<file path="src/rtl/demux1x4_seq_if.sv">
// Bus between a serial beat source and the 1-to-4 demux.
// Handshake: a beat transfers on every rising clk edge where d_valid=1;
// there is no ready, the demux never back-pressures. o_valid[k] is a
// one-cycle pulse in the cycle after lane k captured a beat.
// fill_mask is a debug view of the demux's internal frame-fill state.
interface demux1x4_seq_if #(
    parameter int W = 1
);
    logic [W-1:0] d_in;
    logic         d_valid;
    logic         auto;
    logic         s1;
    logic         s0;
    logic [W-1:0] o0;
    logic [W-1:0] o1;
    logic [W-1:0] o2;
    logic [W-1:0] o3;
    logic [3:0]   o_valid;
    logic         frame_done;
    logic [1:0]   lane_ptr;
    logic [3:0]   fill_mask;

    // Source side: drives beats, observes lanes.
    modport master (
        output d_in, d_valid, auto, s1, s0,
        input  o0, o1, o2, o3, o_valid, frame_done, lane_ptr, fill_mask
    );

    // Demux side.
    modport slave (
        input  d_in, d_valid, auto, s1, s0,
        output o0, o1, o2, o3, o_valid, frame_done, lane_ptr, fill_mask
    );
endinterface

</file>
<file path="src/rtl/demux1x4_seq.sv">
// Registered 1-to-4 demultiplexer with lane sequencing.
// Each valid beat is steered to one lane chosen by {s1,s0} (manual) or by
// an internal round-robin pointer (auto). A 4-bit fill mask tracks lanes
// written in the current frame; frame_done pulses when all four are filled.
// Build option HOLD_LAST_EN: when defined, lanes keep their last captured
// value; when undefined, unwritten lanes load 0 on every edge.
module demux1x4_seq #(
    parameter int W = 1
) (
    input logic          clk,
    input logic          rst_n,
    demux1x4_seq_if.slave bus
);

    logic [W-1:0] lane_q [4];
    logic [W-1:0] lane_d [4];
    logic [3:0]   o_valid_q;
    logic [3:0]   o_valid_d;
    logic         frame_done_q;
    logic         frame_done_d;
    logic [1:0]   ptr_q;
    logic [1:0]   ptr_d;
    logic [3:0]   mask_q;
    logic [3:0]   mask_d;
    logic         auto_q;

    logic         mode_chg;
    logic [1:0]   ptr_eff;
    logic [3:0]   mask_eff;
    logic [1:0]   target;
    logic [3:0]   wr_hot;
    logic [3:0]   mask_upd;

    // Target selection; a mode change restarts the frame with pointer 0 and
    // an empty mask, and a beat in that same cycle already sees the restart.
    always_comb begin
        mode_chg = bus.auto != auto_q;
        ptr_eff  = mode_chg ? 2'd0 : ptr_q;
        mask_eff = mode_chg ? 4'd0 : mask_q;
        target   = bus.auto ? ptr_eff : {bus.s1, bus.s0};
        wr_hot   = bus.d_valid ? (4'b0001 << target) : 4'b0000;
        mask_upd = mask_eff | wr_hot;
    end

    // Next-state for pointer, mask, strobes and lane data.
    always_comb begin
        o_valid_d    = wr_hot;
        frame_done_d = 1'b0;
        mask_d       = mask_upd;
        ptr_d        = ptr_eff;
        if (bus.d_valid && bus.auto) begin
            ptr_d = ptr_eff + 2'd1;
        end
        if (mask_upd == 4'b1111) begin
            frame_done_d = 1'b1;
            mask_d       = 4'b0000;
        end
        for (int k = 0; k < 4; k++) begin
`ifdef HOLD_LAST_EN
            lane_d[k] = wr_hot[k] ? bus.d_in : lane_q[k];
`else
            lane_d[k] = wr_hot[k] ? bus.d_in : '0;
`endif
        end
    end

    // State registers; reset clears everything and drops any beat.
    always_ff @(posedge clk) begin
        if (!rst_n) begin
            for (int k = 0; k < 4; k++) begin
                lane_q[k] <= '0;
            end
            o_valid_q    <= 4'b0000;
            frame_done_q <= 1'b0;
            ptr_q        <= 2'd0;
            mask_q       <= 4'b0000;
            auto_q       <= 1'b0;
        end else begin
            for (int k = 0; k < 4; k++) begin
                lane_q[k] <= lane_d[k];
            end
            o_valid_q    <= o_valid_d;
            frame_done_q <= frame_done_d;
            ptr_q        <= ptr_d;
            mask_q       <= mask_d;
            auto_q       <= bus.auto;
        end
    end

    assign bus.o0         = lane_q[0];
    assign bus.o1         = lane_q[1];
    assign bus.o2         = lane_q[2];
    assign bus.o3         = lane_q[3];
    assign bus.o_valid    = o_valid_q;
    assign bus.frame_done = frame_done_q;
    assign bus.lane_ptr   = ptr_q;
    assign bus.fill_mask  = mask_q;

endmodule

</file>
<file path="src/flat_wrapper.sv">
// flat-port wrapper written by rule: the top's interface ports become plain ports
module demux1x4_seq_flat 
#(
    parameter int W = 1
)
  (clk, rst_n, bus_d_in, bus_d_valid, bus_auto, bus_s1, bus_s0, bus_o0, bus_o1, bus_o2, bus_o3, bus_o_valid, bus_frame_done, bus_lane_ptr, bus_fill_mask);
  demux1x4_seq_if #(.W(W)) bus_i ();
  input logic clk;
  input logic rst_n;
  input wire logic [$bits(bus_i.d_in)-1:0] bus_d_in;
  input wire logic [$bits(bus_i.d_valid)-1:0] bus_d_valid;
  input wire logic [$bits(bus_i.auto)-1:0] bus_auto;
  input wire logic [$bits(bus_i.s1)-1:0] bus_s1;
  input wire logic [$bits(bus_i.s0)-1:0] bus_s0;
  output wire logic [$bits(bus_i.o0)-1:0] bus_o0;
  output wire logic [$bits(bus_i.o1)-1:0] bus_o1;
  output wire logic [$bits(bus_i.o2)-1:0] bus_o2;
  output wire logic [$bits(bus_i.o3)-1:0] bus_o3;
  output wire logic [$bits(bus_i.o_valid)-1:0] bus_o_valid;
  output wire logic [$bits(bus_i.frame_done)-1:0] bus_frame_done;
  output wire logic [$bits(bus_i.lane_ptr)-1:0] bus_lane_ptr;
  output wire logic [$bits(bus_i.fill_mask)-1:0] bus_fill_mask;
  assign bus_i.d_in = bus_d_in;
  assign bus_i.d_valid = bus_d_valid;
  assign bus_i.auto = bus_auto;
  assign bus_i.s1 = bus_s1;
  assign bus_i.s0 = bus_s0;
  assign bus_o0 = bus_i.o0;
  assign bus_o1 = bus_i.o1;
  assign bus_o2 = bus_i.o2;
  assign bus_o3 = bus_i.o3;
  assign bus_o_valid = bus_i.o_valid;
  assign bus_frame_done = bus_i.frame_done;
  assign bus_lane_ptr = bus_i.lane_ptr;
  assign bus_fill_mask = bus_i.fill_mask;
  demux1x4_seq #(.W(W)) u_core (.clk(clk), .rst_n(rst_n), .bus(bus_i));
endmodule
</file>
<file path="config.mk">
export PLATFORM = sky130hd
export DESIGN_NAME = demux1x4_seq_flat
export DESIGN_NICKNAME = d
export VERILOG_FILES = /design/src/rtl/demux1x4_seq_if.sv /design/src/rtl/demux1x4_seq.sv /design/src/flat_wrapper.sv
export SDC_FILE = /design/constraint.sdc
export NUM_CORES = 1
export LEC_CHECK = 0
export ABC_AREA = 1
export ABC_CLOCK_PERIOD_IN_PS = 3300
export CORE_MARGIN = 3
export CORE_UTILIZATION = 38
export CTS_CLUSTER_SIZE = 30
export DETAILED_ROUTE_END_ITERATION = 8
export MAX_ROUTING_LAYER = met4
export PLACE_DENSITY = 0.69
export RECOVER_POWER = 25
export SETUP_SLACK_MARGIN = 0.05
export SYNTH_ARGS = -nofsm -noshare
export SYNTH_HDL_FRONTEND = slang
export SYNTH_SLANG_ARGS = --single-unit
</file>
<file path="constraint.sdc">
create_clock -name clk -period 3.3 [get_ports clk]
set_clock_uncertainty 0.05 [all_clocks]
set_input_delay 0.495 -clock clk [delete_from_list [all_inputs] [get_ports clk]]
set_output_delay 0.495 -clock clk [all_outputs]
set_load 0.1 [all_outputs]
</file>
== Yosys cells after proc, flatten, opt, wreduce, memory -nomap -nowiden ==
Memories as Yosys holds them, arrays and structs flattened.
Index checks and enable logic that the tools add are counted.

* Flip-flop bits (word level): 12
* Memory bits (writable): 4
* Memories: 1
* Bits of input ports: 7
* Logic and storage cells: 34

* Reduce and logical (&&, ||, !) cells: 2
* Eq/ne operators: 2
* Add/sub/neg operators: 1
* Mux-type cells: 16
* Shift-type cells: 1
* Bitwise logic cells: 6

{| class="wikitable"
|+ Memory list
! memory !! words !! width !! read ports !! clocked after Yosys merged registers in !! write ports !! RTL line !! RTL
|-
| u_core.lane_q || 4 || 1 || 4 || 0 || 4 || demux1x4_seq.sv:15 || <nowiki>logic [W-1:0] lane_q [4];</nowiki>
|}

{| class="wikitable"
|+ Operators by type and width
! cell !! count
|-
| two-way mux 1 bit || 11
|-
| two-way mux 4 bit || 2
|-
| two-way mux 2 bit || 3
|-
| == test 4 bit (second input constant) || 1
|-
| OR 1 bit || 4
|-
| OR 4 bit || 1
|-
| left shift 1 x 2 -> 4 bit (first input constant) || 1
|-
| adder 2 x 1 -> 2 bit (second input constant) || 1
|-
| OR reduction 2 bit || 1
|-
| logical AND 1 bit || 1
|-
| != test 1 bit || 1
|-
| NOT 1 bit || 1
|}

== Logic depth before layout (Yosys ltp) ==
Gate-level depths: netlist of the first run.

* Depth in word-level cells: 8
* Depth in mapped cells: 12
* Gate-level depth less buffers: 11

== Worst setup path after synthesis of the first run ==
OpenSTA, ideal clock, no wires.

* Kind: reg-to-reg
* Start: reg u_core.ptr_q[1] (netlist: u_core.bus.lane_ptr[1])
* End: reg u_core.mask_q[1] (netlist: u_core.bus.fill_mask[1])
* Buffers on the path: 0
* Period minus slack after synthesis: 1.918 ns
* Setup time: 0.114 ns
* Stages on the path, launching flop included: 10
* Data arrival time: 1.754 ns
* Setup slack: 1.382 ns
* Cells stage by stage: dfxtp_1 nand3_1 nand2_1 nand3_2 nand2_1 nand2_2 inv_2 nand2_2 nand2_2 nor2_1

* Cells in the longest elaborated chain, start to end: 7

{| class="wikitable"
|+ Ends and longest elaborated chain
! item !! RTL line !! RTL
|-
| start, declared || demux1x4_seq.sv:21 || <nowiki>logic [1:0] ptr_q;</nowiki>
|-
| start signal, assigned || demux1x4_seq.sv:84 || <nowiki>ptr_q <= ptr_d;</nowiki>
|-
| two-way mux 2 bit * || demux1x4_seq.sv:38 || <nowiki>ptr_eff = mode_chg ? 2'd0 : ptr_q;</nowiki>
|-
| two-way mux 2 bit * || demux1x4_seq.sv:40 || <nowiki>target = bus.auto ? ptr_eff : {bus.s1, bus.s0};</nowiki>
|-
| left shift 1 x 2 -> 4 bit * || demux1x4_seq.sv:41 || <nowiki>wr_hot = bus.d_valid ? (4'b0001 << target) : 4'b0000;</nowiki>
|-
| two-way mux 4 bit * || demux1x4_seq.sv:41 ||
|-
| OR 4 bit * || demux1x4_seq.sv:42 || <nowiki>mask_upd = mask_eff | wr_hot;</nowiki>
|-
| == test 4 bit || demux1x4_seq.sv:54 || <nowiki>if (mask_upd == 4'b1111) begin</nowiki>
|-
| OR reduction 2 bit (no source line) || n/a ||
|-
| end signal, assigned || demux1x4_seq.sv:85 || <nowiki>mask_q <= mask_d;</nowiki>
|-
| end, declared || demux1x4_seq.sv:23 || <nowiki>logic [3:0] mask_q;</nowiki>
|}

Mark *: on every way between the ends. The rest lies on a longest branch, timed or not.
A chain may end at the register's enable or synchronous reset.

== Worst setup path after layout of the first run ==
* Start: reg u_core.ptr_q[1] (netlist: u_core.bus.lane_ptr[1])
* End: out bus_lane_ptr[1]

{| class="wikitable"
|+ RTL lines
! item !! RTL line !! RTL
|-
| end, declared || flat_wrapper.sv:21 || <nowiki>output wire logic [$bits(bus_i.lane_ptr)-1:0] bus_lane_ptr;</nowiki>
|}

No word-level cell between the ends.

==> results.json, run 1 <==
{
  "synthesis.area_um2": 646,
  "htreeDepth": 1,
  "worst_setup_path_end_kind": "output pin",
  "layout_common_cells": "clkdlybuf4s50_1, dfxtp_1, nor2_1",
  "overflow": 0,
  "netlist-cell-type-count": 19,
  "tightest_slew_ns": 1.16,
  "finalWirelength_mm": 1.11,
  "dr.pass1.iters": 4,
  "min_path_type": "reg -> reg",
  "vias": 532,
  "fin_nets": 110,
  "finish.utilization_pct": 56.2,
  "gp_congestion": 0.786,
  "syn_area_per_cell_um2": 8.28,
  "start_util_pct": 41.4,
  "syn_inst": 78,
  "critPathLaunchType": "flop",
  "routedWlPerCell_um": 9.38,
  "syn-num-nets": 85,
  "drv_slew": 0,
  "critPathKind": "reg -> out",
  "fp-row-count": 14,
  "setup_ws_ns": 0.961,
  "timing.fmax_mhz": 428,
  "dp_hpwl_um": 867,
  "cp_max_fo": 3,
  "insertedDiodeCount": 0,
  "cts_buffers": 3,
  "seq_area_frac_synth_pct": 49.6,
  "leakage_nw": 0.370,
  "whs_ns": 0.435,
  "irDropWorstVdd_v": 0.000336,
  "max-clock-path-buffers": 2,
  "ys_warn_count": 0,
  "design.die.area_um2": 2230,
  "area_growth_pct": 35.7,
  "viasPerCell": 4.51,
  "worstPathCellList": "clkdlybuf4s50_1",
  "cts_tree": "done",
  "cpLargestDelayFamily": "buffers and inverters",
  "setup_viol": 0,
  "dp_slack_ns": 1.14,
  "finalSetupTns_ns": 0,
  "cp_num_buf_inv": 1,
  "core_area_um2": 1560,
  "hold_viol": 0,
  "fp.dieW_um": 47.2,
  "cpPeakStageDelay_ns": 1.14,
  "status": "completed",
  "antenna_found_initial": 0,
  "layout_commonest_cell": "clkdlybuf4s50_1",
  "io_buffers": 21,
  "cts_sinks": 16,
  "insertion_delay_ns": 0.28,
  "final_layout_size_suffix_gt1_share_pct": 17.6,
  "ctsResizeCount": 0,
  "p_per_area_nw_per_um2": 465,
  "cpMaxStageDelayCell": "clkdlybuf4s50_1",
  "clkTransAtPathRegs_ns": 0.09,
  "ant_nets": 0,
  "fin_crit_sh_pct": 70.9,
  "power_mw": 0.408,
  "first_iter_violations": 8,
  "critPathArrivalTime_ns": 1.79,
  "grt_pass1_wl_mm": 1.68,
  "ctsHoldBuffers": 0,
  "cts_setup_buffers": 0,
  "relSlewSlack_pct": 23.3,
  "cp.required_ns": 2.75,
  "grt_use_total_pct": 11.4,
  "grt_pass1_vias": 434,
  "fin_crit_ns": 2.34,
  "cap_violations": 0,
  "root_buffer": "clkbuf_4",
  "ys_ff_latch": 16,
  "rsz0062_at_grt": "no",
  "grt_start_max_net_pins": 10,
  "route.detailed.drc": 0,
  "pin_count": 22,
  "die_h_um": 47.2
}
cells in the mapped netlist:
cell type / count / share of area, %
nand3_2: 4 / 6.2
nor2_4: 1 / 1.7
nor2_1: 13 / 7.6
clkinv_1: 1 / 0.58
a21oi_1: 2 / 1.6
nand2_4: 1 / 1.7
o21ai_0: 1 / 0.77
nand3_1: 1 / 0.77
inv_4: 1 / 0.97
xor2_1: 1 / 1.4
dfxtp_1: 16 / 50
nand2_2: 6 / 5.8
buf_6: 1 / 1.7
nand2_1: 9 / 5.2
xnor2_1: 1 / 1.4
inv_2: 2 / 1.2
nor2_2: 3 / 2.9
nor3_1: 4 / 3.1
inv_1: 10 / 5.8
power breakdown:
| group | internal [mW] | leakage, nW | switching [mW] |
|---|---|---|---|
| combinational | 0.0215 | 0.219 | 0.0582 |
| clock | 0.0672 | 0.0210 | 0.0593 |
| sequential | 0.199 | 0.130 | 0.00283 |
| total | 0.287 | 0.370 | 0.120 |
worst paths after layout:
path	from	end	slack [ns]	depth (start not counted)
max	u_core.bus.lane_ptr[1]	bus_lane_ptr[1]	0.96	1
max reg2reg	u_core.auto_q	u_core.bus.fill_mask[2]	1.93	9
min reg2reg	u_core.bus.lane_ptr[0]	u_core.bus.lane_ptr[0]	0.43	2
min	u_core.bus.lane_ptr[0]	u_core.bus.lane_ptr[0]	0.43	2
kinds of logic (layout without fill, tap and decap cells):
family | Yosys count | in the layout | synth area share, %
AOI/OAI and AO/OA | 3 | 3 | 2.32
xor gates and xnor gates | 2 | 2 | 2.71
buffers and inverters | 15 | 39 | 10.3
DFF | 16 | 16 | 49.6
and+or+nand+nor | 42 | 42 | 35.1
routing by layer:
metal	vias up	track usage [%]	part of all wire, %
met5	-	-	0
met4	0	6.63	2.1
met3	5	3.45	6.1
met2	19	15.8	44
met1	226	14.3	48
li1	282	-	-
through the flow:
step / instances / area [um^2]
final: 118 / 876
after global routing: 118 / 876
after CTS: 118 / 898
after detailed placement: 114 / 862
after global placement: 114 / 862
after floorplan: 78 / 646
flip-flops by register name, indices dropped and copies added, names as in the netlist:
register and cells:
u_core.bus.frame_done 1, u_core.bus.lane_ptr 2, u_core.bus.fill_mask 4, u_core.lane_q 4, u_core.auto_q 1, u_core.bus.o_valid 4
area by class of cell:
type	instances	area, um^2
multi-input combinational	47	241
fill	141	683
timing repair buffer	21	204
clock buffer	4	36.3
inverter	14	53.8
sequential	16	320
tap	16	20.0
No activity file was read; power rests on OpenSTA's default activity.
==> run 2, diff against run 1 <==
--- a/config.mk
+++ b/config.mk
@@ -6,7 +6,7 @@
 export NUM_CORES = 1
 export LEC_CHECK = 0
 export ABC_AREA = 1
-export ABC_CLOCK_PERIOD_IN_PS = 3300
+export ABC_CLOCK_PERIOD_IN_PS = 2220
 export CORE_MARGIN = 3
 export CORE_UTILIZATION = 38
 export CTS_CLUSTER_SIZE = 30
==> constraint.sdc (replaced) <==
create_clock -name clk -period 2.22 [get_ports clk]
set_clock_uncertainty 0.05 [all_clocks]
set_input_delay 0.333 -clock clk [delete_from_list [all_inputs] [get_ports clk]]
set_output_delay 0.333 -clock clk [all_outputs]
set_load 0.1 [all_outputs]
==> results.json, run 2 (synthesized netlist as in run 1, its figures left out) <==
{
  "finish.utilization_pct": 53.0,
  "worst_setup_path_end_kind": "output pin",
  "min_path_type": "reg -> reg",
  "start_util_pct": 41.4,
  "hold_viol": 0,
  "ant_nets": 0,
  "dp_hpwl_um": 929,
  "ctsHoldBuffers": 0,
  "insertion_delay_ns": 0.28,
  "final_layout_size_suffix_gt1_share_pct": 29.7,
  "irDropWorstVdd_v": 0.000404,
  "cp.required_ns": 1.84,
  "clkTransAtPathRegs_ns": 0.09,
  "insertedDiodeCount": 0,
  "viasPerCell": 4.56,
  "pin_count": 22,
  "max-clock-path-buffers": 2,
  "critPathArrivalTime_ns": 1.45,
  "timing.fmax_mhz": 545,
  "vias": 534,
  "die_h_um": 47.2,
  "critPathKind": "reg -> out",
  "post_dp_cell_area_um2": 827,
  "final_cells": 117,
  "fin_nets": 110,
  "routedWlPerCell_um": 9.55,
  "dr.pass1.iters": 4,
  "grt_use_total_pct": 11.4,
  "p_per_area_nw_per_um2": 679,
  "grt_pass1_vias": 472,
  "layout_common_cells": "dfxtp_1, nor2_1, inv_1",
  "cts_tree": "done",
  "cpMaxStageDelayCell": "clkbuf_1",
  "worstPathCellList": "clkbuf_1",
  "cp_num_buf_inv": 1,
  "route.detailed.drc": 0,
  "fin_area_um2": 827,
  "finalSetupTns_ns": 0,
  "core_area_um2": 1560,
  "finalWirelength_mm": 1.12,
  "overflow": 0,
  "design.die.area_um2": 2230,
  "cap_violations": 0,
  "grt_pass1_wl_mm": 1.73,
  "relSlewSlack_pct": 22.6,
  "antenna_found_initial": 0,
  "dp_cells": 114,
  "fin_crit_ns": 1.83,
  "area_growth_pct": 28.1,
  "setup_viol": 0,
  "root_buffer": "clkbuf_4",
  "layout_commonest_cell": "dfxtp_1",
  "drv_slew": 0,
  "grt_start_max_net_pins": 10,
  "first_iter_violations": 6,
  "whs_ns": 0.444,
  "critPathLaunchType": "flop",
  "final.fill_count": 152,
  "cts_setup_buffers": 0,
  "fp.dieW_um": 47.2,
  "fin_crit_sh_pct": 82.6,
  "ctsResizeCount": 0,
  "cp_max_fo": 1,
  "leakage_nw": 0.375,
  "rsz0062_at_grt": "no",
  "cpPeakStageDelay_ns": 0.85,
  "cts_buffers": 3,
  "cpLargestDelayFamily": "buffers and inverters",
  "gp_congestion": 0.782,
  "status": "completed",
  "fp-row-count": 14,
  "htreeDepth": 1,
  "io_buffers": 21,
  "tightest_slew_ns": 1.17,
  "cts_sinks": 16
}
run 2: cell types whose count changed in the layout (fill, tap and decap cells not counted), sizes merged:
| cell | previous run | this run |
|---|---|---|
| buf | 0 | 9 |
| clkbuf | 5 | 9 |
| clkdlybuf4s50 | 19 | 5 |
| clkinvlp | 1 | 0 |
| inv | 12 | 13 |
run 2: final timing paths:
check / start / to / slack (ns) / depth (start not counted)
max reg2reg: u_core.auto_q / u_core.bus.fill_mask[3] / 0.86 / 9
min: u_core.bus.lane_ptr[0] / u_core.bus.lane_ptr[0] / 0.44 / 2
max: u_core.bus.o_valid[3] / bus_o_valid[3] / 0.39 / 1
min reg2reg: u_core.bus.lane_ptr[0] / u_core.bus.lane_ptr[0] / 0.44 / 2
run 2: power breakdown:
group          leakage [nW]  internal [mW]  switching, mW
logic                 0.231         0.0295         0.0881
clock network        0.0138         0.0629         0.0818
registers             0.130          0.295        0.00444
run 2: final cells by class:
| class | instances | area, um^2 | area share [%] |
|---|---|---|---|
| multi-input cells | 47 | 259 | 31.3 |
| clock buffers | 3 | 22.5 | 2.72 |
| repair buffers | 21 | 150 | 18.2 |
| inverters | 14 | 55.1 | 6.66 |
| flip-flops and latches | 16 | 320 | 38.7 |
| well taps | 16 | 20.0 | 2.42 |
run 2: layer usage:
layer | global-route usage (%) | up-vias | part of all wire, %
met5 | - | - | 0
li1 | - | 279 | -
met4 | 6.63 | 0 | 2.2
met3 | 3.45 | 4 | 7.8
met1 | 12.4 | 233 | 47
met2 | 18.2 | 18 | 43
run 2: through the flow:
step / total power, mW / setup slack [ns]
6_report: 0.562 / 0.387
2_1_floorplan: 0.397 / 0.302
4_1_cts: 0.568 / 0.526
3_5_place_dp: 0.427 / 0.232
5_1_grt: 0.582 / 0.344
3_3_place_gp: 0.426 / 0.258
==> run 3, diff against run 2 <==
--- a/config.mk
+++ b/config.mk
@@ -6,7 +6,7 @@
 export NUM_CORES = 1
 export LEC_CHECK = 0
 export ABC_AREA = 1
-export ABC_CLOCK_PERIOD_IN_PS = 2220
+export ABC_CLOCK_PERIOD_IN_PS = 1780
 export CORE_MARGIN = 3
 export CORE_UTILIZATION = 38
 export CTS_CLUSTER_SIZE = 30
==> constraint.sdc (replaced) <==
create_clock -name clk -period 1.78 [get_ports clk]
set_clock_uncertainty 0.05 [all_clocks]
set_input_delay 0.267 -clock clk [delete_from_list [all_inputs] [get_ports clk]]
set_output_delay 0.267 -clock clk [all_outputs]
set_load 0.1 [all_outputs]
==> results.json, run 3 (synthesized netlist as in run 1, its figures left out) <==
{
  "area_growth_pct": 49.2,
  "layout_common_cells": "buf_4, dfxtp_1, nor2_1",
  "first_iter_violations": 5,
  "seq_area_um2": 323,
  "clkPwrFrac_pct": 29.3,
  "cts_setup_buffers": 0,
  "dr.pass1.iters": 4,
  "internal_power_mw": 0.554,
  "fin_crit_ns": 1.48,
  "grt_pass1_vias": 515,
  "final.fill_count": 134,
  "design.die.area_um2": 2230,
  "hp-start": "u_core.bus.lane_ptr[0]",
  "max-clock-path-buffers": 2,
  "min_path_type": "reg -> reg",
  "fin_crit_sh_pct": 83.4,
  "overflow": 0,
  "critPathKind": "in -> reg",
  "worst_r2r_endpoint": "u_core.bus.fill_mask[2]",
  "finalWirelength_mm": 1.24,
  "ant_nets": 0,
  "final_layout_size_suffix_gt1_share_pct": 43.8,
  "gp_congestion": 0.719,
  "cap_violations": 0,
  "cp.required_ns": 1.92,
  "grtUsageMet2_pct": 22.5,
  "fin_area_um2": 963,
  "busiest_layer": "met2",
  "irDropWorstVdd_v": 0.000505,
  "critPathLaunchType": "input port",
  "worstReg2RegStart": "u_core.auto_q",
  "dp_hpwl_mm": 1.07,
  "seqPwrFrac_pct": 48.3,
  "use_met1_pct": 16.5,
  "vias": 555,
  "antenna_found_initial": 0,
  "tightest_slew_ns": 0.543,
  "grt_use_total_pct": 14.4,
  "io_buffers": 21,
  "drv_slew": 0,
  "power_mw": 0.778,
  "core_area_um2": 1560,
  "cpLargestDelayFamily": "buffers and inverters",
  "cpPeakStageDelay_ns": 0.46,
  "worstPathCellList": "clkdlybuf4s50_1 -> buf_4 -> nand3_2 -> nand2_2 -> inv_2 -> nor2_4 -> nor2_2 -> nor2_1 -> nand2_2 -> nand2_2 -> nor2_1",
  "crit_path_frequent_cell": "nand2_2",
  "post_dp_cell_area_um2": 1020,
  "status": "completed",
  "die_h_um": 47.2,
  "min_to": "u_core.bus.lane_ptr[0]",
  "grt_start_max_net_pins": 10,
  "start_util_pct": 41.4,
  "r2r_slack_ns": 0.44,
  "ctsResizeCount": 0,
  "worst_setup_path_end_kind": "flop",
  "timing.fmax_mhz": 674,
  "cp_max_fo": 7,
  "cts_buffers": 3,
  "p_per_area_nw_per_um2": 808,
  "comb_power_share_pct": 22.4,
  "min_path_cells": 2,
  "pin_count": 22,
  "critPathArrivalTime_ns": 1.62,
  "switching_share_pct": 28.9,
  "dp_cells": 124,
  "cp_num_buf_inv": 3,
  "cpMaxStageDelayCell": "clkdlybuf4s50_1",
  "grt_pass1_wl_mm": 2.13,
  "routedWlPerCell_um": 9.72,
  "clkTransAtPathRegs_ns": 0.08,
  "ff2ff_path_depth": 9,
  "fp-row-count": 14,
  "route.detailed.drc": 0,
  "relSlewSlack_pct": 64.0,
  "cts_tree": "done",
  "switchingPower_mw": 0.225,
  "viasPerCell": 4.34,
  "final_cells": 128,
  "fp.dieW_um": 47.2,
  "fin_nets": 120,
  "rsz0062_at_grt": "no",
  "htreeDepth": 1,
  "use_met3_pct": 6.90,
  "cts_sinks": 16,
  "root_buffer": "clkbuf_4",
  "layout_commonest_cell": "buf_4",
  "ctsHoldBuffers": 0,
  "insertedDiodeCount": 0,
  "multi_input_comb_area_um2": 259,
  "leakage_nw": 0.459,
  "insertion_delay_ns": 0.28,
  "setup_viol": 0,
  "hold_viol": 0
}
-- run 3: worst max-delay path by stage --
stage                                          to                     from  depth (start not counted)
after floorplan           u_core.bus.fill_mask[1]  u_core.bus.fill_mask[0]                          7
after global placement    u_core.bus.fill_mask[2]                 bus_auto                         11
after detailed placement  u_core.bus.fill_mask[2]                 bus_auto                         11
after CTS                 u_core.bus.fill_mask[2]                 bus_auto                         11
after global routing      u_core.bus.fill_mask[0]                 bus_auto                         11
final                     u_core.bus.fill_mask[2]                 bus_auto                         11
-- run 3: area by class of cell --
class / count / share of cell area, %
clock buffer: 4 / 3.77
inverter: 14 / 5.71
multi-input combinational: 47 / 26.9
timing repair buffer: 31 / 28.1
tap: 16 / 2.08
sequential: 16 / 33.5
-- run 3: stage by stage --
step	utilization, %	TNS, ns	worst slack (ns)	hold WS, ns
after global routing	61.8	0	0.159	0.461
after global placement	65.2	0	0.0227	0.427
after floorplan	-	0	0.113	0.315
after CTS	67.6	0	0.289	0.454
final	61.8	0	0.296	0.429
after detailed placement	65.2	-0.0510	-0.0177	0.441
-- run 3: routing by layer --
layer  wire [um]  share of wire, %
met1         523                42
met2         633                51
met3          87               7.0
met4           0                 0
met5           0                 0
-- run 3: power by group through the flow --
stage               registers (mW)  clock network [mW]  logic, mW
floorplan                    0.449                   0     0.0474
global placement             0.387                   0      0.186
detailed placement           0.387                   0      0.187
CTS                          0.379               0.240      0.188
global route                 0.377               0.255      0.186
finish                       0.376               0.228      0.174
-- run 3: worst min-delay path, stage by stage (launching register included) --
cell	delay, ns
dfxtp_2	0.34
nand2_1	0.06
a21oi_1	0.05
